[src/rtl/alu_serial_ctrl_if.sv]
// Request/response bundle for the bit-serial ALU controller.
// slave is the controller side, master is the requester side.
interface alu_serial_ctrl_if #(
  parameter int W = 8
);
  logic         in_valid;
  logic         in_ready;
  logic [W-1:0] in_a;
  logic [W-1:0] in_b;
  logic [2:0]   in_op;
  logic         out_valid;
  logic         out_ready;
  logic [W-1:0] out_result;
  logic         out_carry;
  logic         out_illegal;
  logic         busy;

  modport slave (
    input  in_valid,
    input  in_a,
    input  in_b,
    input  in_op,
    input  out_ready,
    output in_ready,
    output out_valid,
    output out_result,
    output out_carry,
    output out_illegal,
    output busy
  );

  modport master (
    output in_valid,
    output in_a,
    output in_b,
    output in_op,
    output out_ready,
    input  in_ready,
    input  out_valid,
    input  out_result,
    input  out_carry,
    input  out_illegal,
    input  busy
  );
endinterface

[src/rtl/alu_serial_ctrl.sv]
// Bit-serial ALU: one alu_1bit slice driven LSB-first with a
// registered carry/borrow chain, wrapped in valid/ready handshakes.
module alu_1bit (
  input  logic       a,
  input  logic       b,
  input  logic       cin,
  input  logic [2:0] op,
  output logic       r,
  output logic       cout
);
  logic [1:0] s;

  // SUB: 2-bit two's complement of a-b-cin, msb set when negative
  always_comb begin
    s = 2'b00;
    case (op)
      3'b000:  s = {1'b0, a} + {1'b0, b} + {1'b0, cin};
      3'b001:  s = {1'b0, a} - {1'b0, b} - {1'b0, cin};
      3'b010:  s = {1'b0, a & b};
      3'b011:  s = {1'b0, a | b};
      3'b100:  s = {1'b0, a ^ b};
      default: s = 2'b00;
    endcase
    r    = s[0];
    cout = s[1];
  end
endmodule

module alu_serial_ctrl #(
  parameter int W     = 8,
  parameter int CNT_W = $clog2(W)
) (
  input logic               clk,
  input logic               rst,
  alu_serial_ctrl_if.slave  bus
);
  typedef enum logic [1:0] {
    IDLE,
    RUN,
    DONE
  } state_t;

  localparam logic [CNT_W-1:0] LAST = CNT_W'(W - 1);

  state_t           state;
  state_t           state_nx;
  logic [W-1:0]     sh_a;
  logic [W-1:0]     sh_b;
  logic [W-1:0]     res;
  logic [2:0]       op;
  logic [CNT_W-1:0] cnt;
  logic             carry;
  logic             illegal;
  logic             accept;
  logic             finish;
  logic             bit_r;
  logic             bit_c;

  assign accept = bus.in_valid & (state == IDLE);
  assign finish = bus.out_ready & (state == DONE);

  alu_1bit u_slice (
    .a    (sh_a[0]),
    .b    (sh_b[0]),
    .cin  (carry),
    .op   (op),
    .r    (bit_r),
    .cout (bit_c)
  );

  always_ff @(posedge clk) begin
    if (rst) state <= IDLE;
    else     state <= state_nx;
  end

  always_comb begin
    state_nx = state;
    unique case (state)
      IDLE:    if (accept) state_nx = RUN;
      RUN:     if (cnt == LAST) state_nx = DONE;
      DONE:    if (finish) state_nx = IDLE;
      default: state_nx = IDLE;
    endcase
  end

  always_ff @(posedge clk) begin
    if (rst) begin
      sh_a    <= '0;
      sh_b    <= '0;
      res     <= '0;
      op      <= 3'b000;
      cnt     <= '0;
      carry   <= 1'b0;
      illegal <= 1'b0;
    end else if (accept) begin
      sh_a    <= bus.in_a;
      sh_b    <= bus.in_b;
      op      <= bus.in_op;
      cnt     <= '0;
      carry   <= 1'b0;
      illegal <= bus.in_op > 3'b100;
    end else if (state == RUN) begin
      // result fills from the top so bit 0 lands at the LSB after W shifts
      res   <= {bit_r, res[W-1:1]};
      carry <= bit_c;
      sh_a  <= sh_a >> 1;
      sh_b  <= sh_b >> 1;
      cnt   <= cnt + CNT_W'(1);
    end
  end

  assign bus.in_ready    = (state == IDLE);
  assign bus.out_valid   = (state == DONE);
  assign bus.busy        = (state == RUN) | (state == DONE);
  assign bus.out_result  = res;
  assign bus.out_carry   = carry;
  assign bus.out_illegal = illegal;
endmodule

[src/flat_wrapper.sv]
// flat-port wrapper written by rule: the top's interface ports become plain ports
module alu_serial_ctrl_flat 
#(
  parameter int W     = 8,
  parameter int CNT_W = $clog2(W)
)
  (clk, rst, bus_in_valid, bus_in_a, bus_in_b, bus_in_op, bus_out_ready, bus_in_ready, bus_out_valid, bus_out_result, bus_out_carry, bus_out_illegal, bus_busy);
  alu_serial_ctrl_if #(.W(W)) bus_i ();
  input logic clk;
  input logic rst;
  input wire logic [$bits(bus_i.in_valid)-1:0] bus_in_valid;
  input wire logic [$bits(bus_i.in_a)-1:0] bus_in_a;
  input wire logic [$bits(bus_i.in_b)-1:0] bus_in_b;
  input wire logic [$bits(bus_i.in_op)-1:0] bus_in_op;
  input wire logic [$bits(bus_i.out_ready)-1:0] bus_out_ready;
  output wire logic [$bits(bus_i.in_ready)-1:0] bus_in_ready;
  output wire logic [$bits(bus_i.out_valid)-1:0] bus_out_valid;
  output wire logic [$bits(bus_i.out_result)-1:0] bus_out_result;
  output wire logic [$bits(bus_i.out_carry)-1:0] bus_out_carry;
  output wire logic [$bits(bus_i.out_illegal)-1:0] bus_out_illegal;
  output wire logic [$bits(bus_i.busy)-1:0] bus_busy;
  assign bus_i.in_valid = bus_in_valid;
  assign bus_i.in_a = bus_in_a;
  assign bus_i.in_b = bus_in_b;
  assign bus_i.in_op = bus_in_op;
  assign bus_i.out_ready = bus_out_ready;
  assign bus_in_ready = bus_i.in_ready;
  assign bus_out_valid = bus_i.out_valid;
  assign bus_out_result = bus_i.out_result;
  assign bus_out_carry = bus_i.out_carry;
  assign bus_out_illegal = bus_i.out_illegal;
  assign bus_busy = bus_i.busy;
  alu_serial_ctrl #(.W(W), .CNT_W(CNT_W)) u_core (.clk(clk), .rst(rst), .bus(bus_i));
endmodule
[config.mk]
export PLATFORM = sky130hd
export DESIGN_NAME = alu_serial_ctrl_flat
export DESIGN_NICKNAME = d
export VERILOG_FILES = /design/src/rtl/alu_serial_ctrl_if.sv /design/src/rtl/alu_serial_ctrl.sv /design/src/flat_wrapper.sv
export SDC_FILE = /design/constraint.sdc
export NUM_CORES = 1
export LEC_CHECK = 0
export ABC_AREA = 1
export BUFFER_PORTS_ARGS = -buffer_cell sky130_fd_sc_hd__buf_2
export CAP_MARGIN = 25
export CORE_MARGIN = 2
export CORE_UTILIZATION = 40
export DETAILED_ROUTE_END_ITERATION = 7
export MAX_ROUTING_LAYER = met4
export RECOVER_POWER = 25
export SETUP_SLACK_MARGIN = 0.3
export SYNTH_ARGS = -nofsm -noshare
export SYNTH_HDL_FRONTEND = slang
export SYNTH_SLANG_ARGS = --single-unit
[constraint.sdc]
create_clock -name clk -period 2.1 [get_ports clk]
set_input_delay 0 -clock clk [delete_from_list [all_inputs] [get_ports clk]]
set_output_delay 0 -clock clk [all_outputs]
set_load 0.02 [all_outputs]
==> results.sh <==
export IMPL_cts_resized=0
export IMPL_r2r_start="u_core.state[0]"
export IMPL_core_area_sq_mm=0.00394
export IMPL_clock_skew_ps=2.19
export IMPL_syn_nets=251
export IMPL_cap_violations=0
export IMPL_synthSimpleGateAreaFrac_pct=23.1
export IMPL_crit_family="buffers and inverters"
export IMPL_path_cells="inv_1 > ha_1 > nand2_2 > buf_4 > nand2_1 > o21ai_0"
export IMPL_ys_ff_latch=34
export IMPL_utilization_pct=49.9
export IMPL_synthMuxAreaShare_pct=0
export IMPL_status="finished, final reports clean"
export IMPL_cp_num_cells=6
export IMPL_wl_um=3320
export IMPL_hold_viol_final=0
export IMPL_io_pins=36
export IMPL_fin_setup_tns_ps=0
export IMPL_slowest_delay_ps=340
export IMPL_synth_top_family_by_area="simple AND/OR/NAND/NOR gates"
export IMPL_yosys_area_top_type="dfxtp_1"
export IMPL_worstHoldPathType="input pin to flip-flop"
export IMPL_tightest_slew_ps=427
export IMPL_finalSetupViolations=0
export IMPL_cp_max_fo=32
export IMPL_yosysWarnings=0
export IMPL_grt_total_usage_pct=17.0
export IMPL_start_kind="flip-flop"
export IMPL_nFillCells=408
export IMPL_grt_max_degree=33
export IMPL_r2r_setup_slack_ps=630
export IMPL_die_y_um=67.6
export IMPL_syn_area_sq_mm=0.00162
export IMPL_vias=1422
export IMPL_layout_worst_path_cycle_share_pct=70.0
export IMPL_start_util_pct=41.1
export IMPL_min_period_ps=1470
export IMPL_clkSinkCount=34
export IMPL_diodes=0
export IMPL_synth_compound_area_share_pct=16.0
export IMPL_leakagePower_nw=0.894
export IMPL_clock_path_buffers=2
export IMPL_gr_total_overflow=0
export IMPL_path_clk_slew_ps=70
export IMPL_die_area_sq_mm=0.00458
export IMPL_r2r_end="u_core.op[2]"
export IMPL_fmax_mhz=681
export IMPL_avgSynthCellArea_sq_um=7.43
export IMPL_slowest_stage="dfxtp_1"
export IMPL_antenna_found_initial=0
export IMPL_worstSetupEndpoint="u_core.op[2]"
export IMPL_worstSetupPathType="flip-flop to flip-flop"
export IMPL_drive_gt1_share_pct=16.0
export IMPL_first_pass_iters=5
export IMPL_power_mw=2.90
export IMPL_drtIter0Drc=89
export IMPL_synth_fa_ha_area_share_pct=8.65
export IMPL_area_delta_synth_final_pct=21.4
export IMPL_r2r_cells=6
export IMPL_clock_latency_ps=290
export IMPL_timing_critical_path_to_type="flip-flop"
export IMPL_wl_per_cell_um=10.8
export IMPL_vdd_drop_max_mv=0.524
export IMPL_crit_path_start="u_core.state[0]"
export IMPL_yosysSeqAreaShare_pct=42.0
export IMPL_root_buffer="clkbuf_8"
export IMPL_cts_setup_buffers=0
export IMPL_rsz0062_at_grt="no"
export IMPL_maxSlewHeadroom_pct=71.5
export IMPL_drv_slew=0
export IMPL_port_buffers=35
export IMPL_ant_nets=0
export IMPL_final_nets=288
export IMPL_synth_area_leaders="dfxtp_1 42%, nand2_1 15%, a21oi_1 7.7%"
export IMPL_power_density_mw_per_mm2=1470
export IMPL_final_cell_mix="65 x nand2_1, 34 x dfxtp_1, 25 x a21oi_1"
export IMPL_syn_inst=218
export IMPL_final_common_cell="nand2_1"
export IMPL_cts_made_buffers=5
export IMPL_dpl_cell_count=294
export IMPL_h_tree_depth=2
export IMPL_route_detailed_drc=0
export IMPL_synth_top_cell_area_share_pct=42.0
export IMPL_cts_tree="built"
export IMPL_rows=23
export IMPL_synth_xor_area_share_pct=0.541
export IMPL_required_ps=2320
export IMPL_worstPathArrival_ps=1690
export IMPL_die_x_um=67.6
export IMPL_dpl_hpwl_um=2220
export IMPL_ys_types=23
export IMPL_grt_pass1_wl_um=5400
export IMPL_grt_pass1_vias=1228
export IMPL_hold_ws_ps=2.85
export IMPL_cp_buffers_inverters=2
export IMPL_stdcell_count=306
export IMPL_routabilityCongestion=0.738
export IMPL_via_per_inst=4.65
## metal layers
layer / global-route usage [%] / vias up / routed length, um
met5: - / - / 0
met4: 8.42 / 0 / 72
met3: 5.50 / 7 / 170
met2: 26.1 / 30 / 1480
met1: 19.8 / 622 / 1590
li1: - / 763 / -
## sequential cells by signal (all words and copies together), names as in the netlist
register                cells
u_core.bus.out_carry        1
u_core.bus.out_illegal      1
u_core.bus.out_result       8
u_core.cnt                  3
u_core.op                   3
u_core.sh_a                 8
u_core.sh_b                 8
u_core.state                2
## logic make-up (layout without fill, tap and decap cells)
family	Yosys count	after routing
flip-flops	34	34
adder cells (fa/ha/maj)	10	10
AND/OR/NAND/NOR	93	93
buffers and inverters	29	67
XOR/XNOR	1	1
AO/OA/AOI/OAI	51	51
## worst reg2reg max path, stage by stage (launching register included)
cell and delay [ps]:
dfxtp_1 340, inv_1 90, ha_1 240, nand2_2 90
buf_4 290, nand2_1 190, o21ai_0 170
## cell type report
type,instances,area [sq um],share of cell area (%)
multi-input cells,155,782,39.8
flip-flops and latches,34,681,34.6
repair buffers,41,229,11.6
clock buffers,6,82.6,4.20
inverters,18,70.1,3.56
well taps,50,62.6,3.18
clock inverters,2,60.1,3.05
## repair_timing
item                       4_1_cts  5_1_grt
hold endpoints to repair         4        0
setup endpoints to repair        0        0
hold buffers                     4        0
## power by group
group	total (mW)	internal (mW)	switching [mW]
sequential	0.976	0.850	0.127
combinational	1.16	0.405	0.759
clock	0.758	0.506	0.252
total	2.90	1.76	1.14
## Yosys cell counts
cell,instances
nor2_2,1
inv_2,1
clkbuf_2,2
nor2_4,1
dfxtp_1,34
nand3b_1,1
inv_1,16
fa_1,2
buf_4,1
ha_1,8
o21ai_1,6
a21oi_1,25
nor2_1,18
xnor2_1,1
a21oi_2,1
nand2_2,2
nand2_1,65
o21ai_0,19
buf_2,2
nand3_1,5
clkbuf_1,1
inv_4,1
buf_6,5
## worst min path at each step
| stage | from | end | slack [ps] | depth (start not counted) |
|---|---|---|---|---|
| after floorplan | bus_in_a[7] | u_core.sh_a[7] | 150 | 2 |
| after global placement | bus_in_b[7] | u_core.sh_b[7] | 260 | 3 |
| after detailed placement | bus_in_b[7] | u_core.sh_b[7] | 260 | 3 |
| after CTS | bus_in_op[1] | u_core.bus.out_illegal | 1 | 3 |
| after global routing | bus_in_op[1] | u_core.bus.out_illegal | 7 | 3 |
| final | bus_in_a[3] | u_core.sh_a[3] | 3 | 3 |
## metrics by stage
stage	setup WS (ps)	area (sq um)
after floorplan	716	1620
after global placement	685	1800
after detailed placement	643	1800
after CTS	623	1980
after global routing	447	1970
final	631	1970
Note: power is estimated with default switching activity, not from simulation.
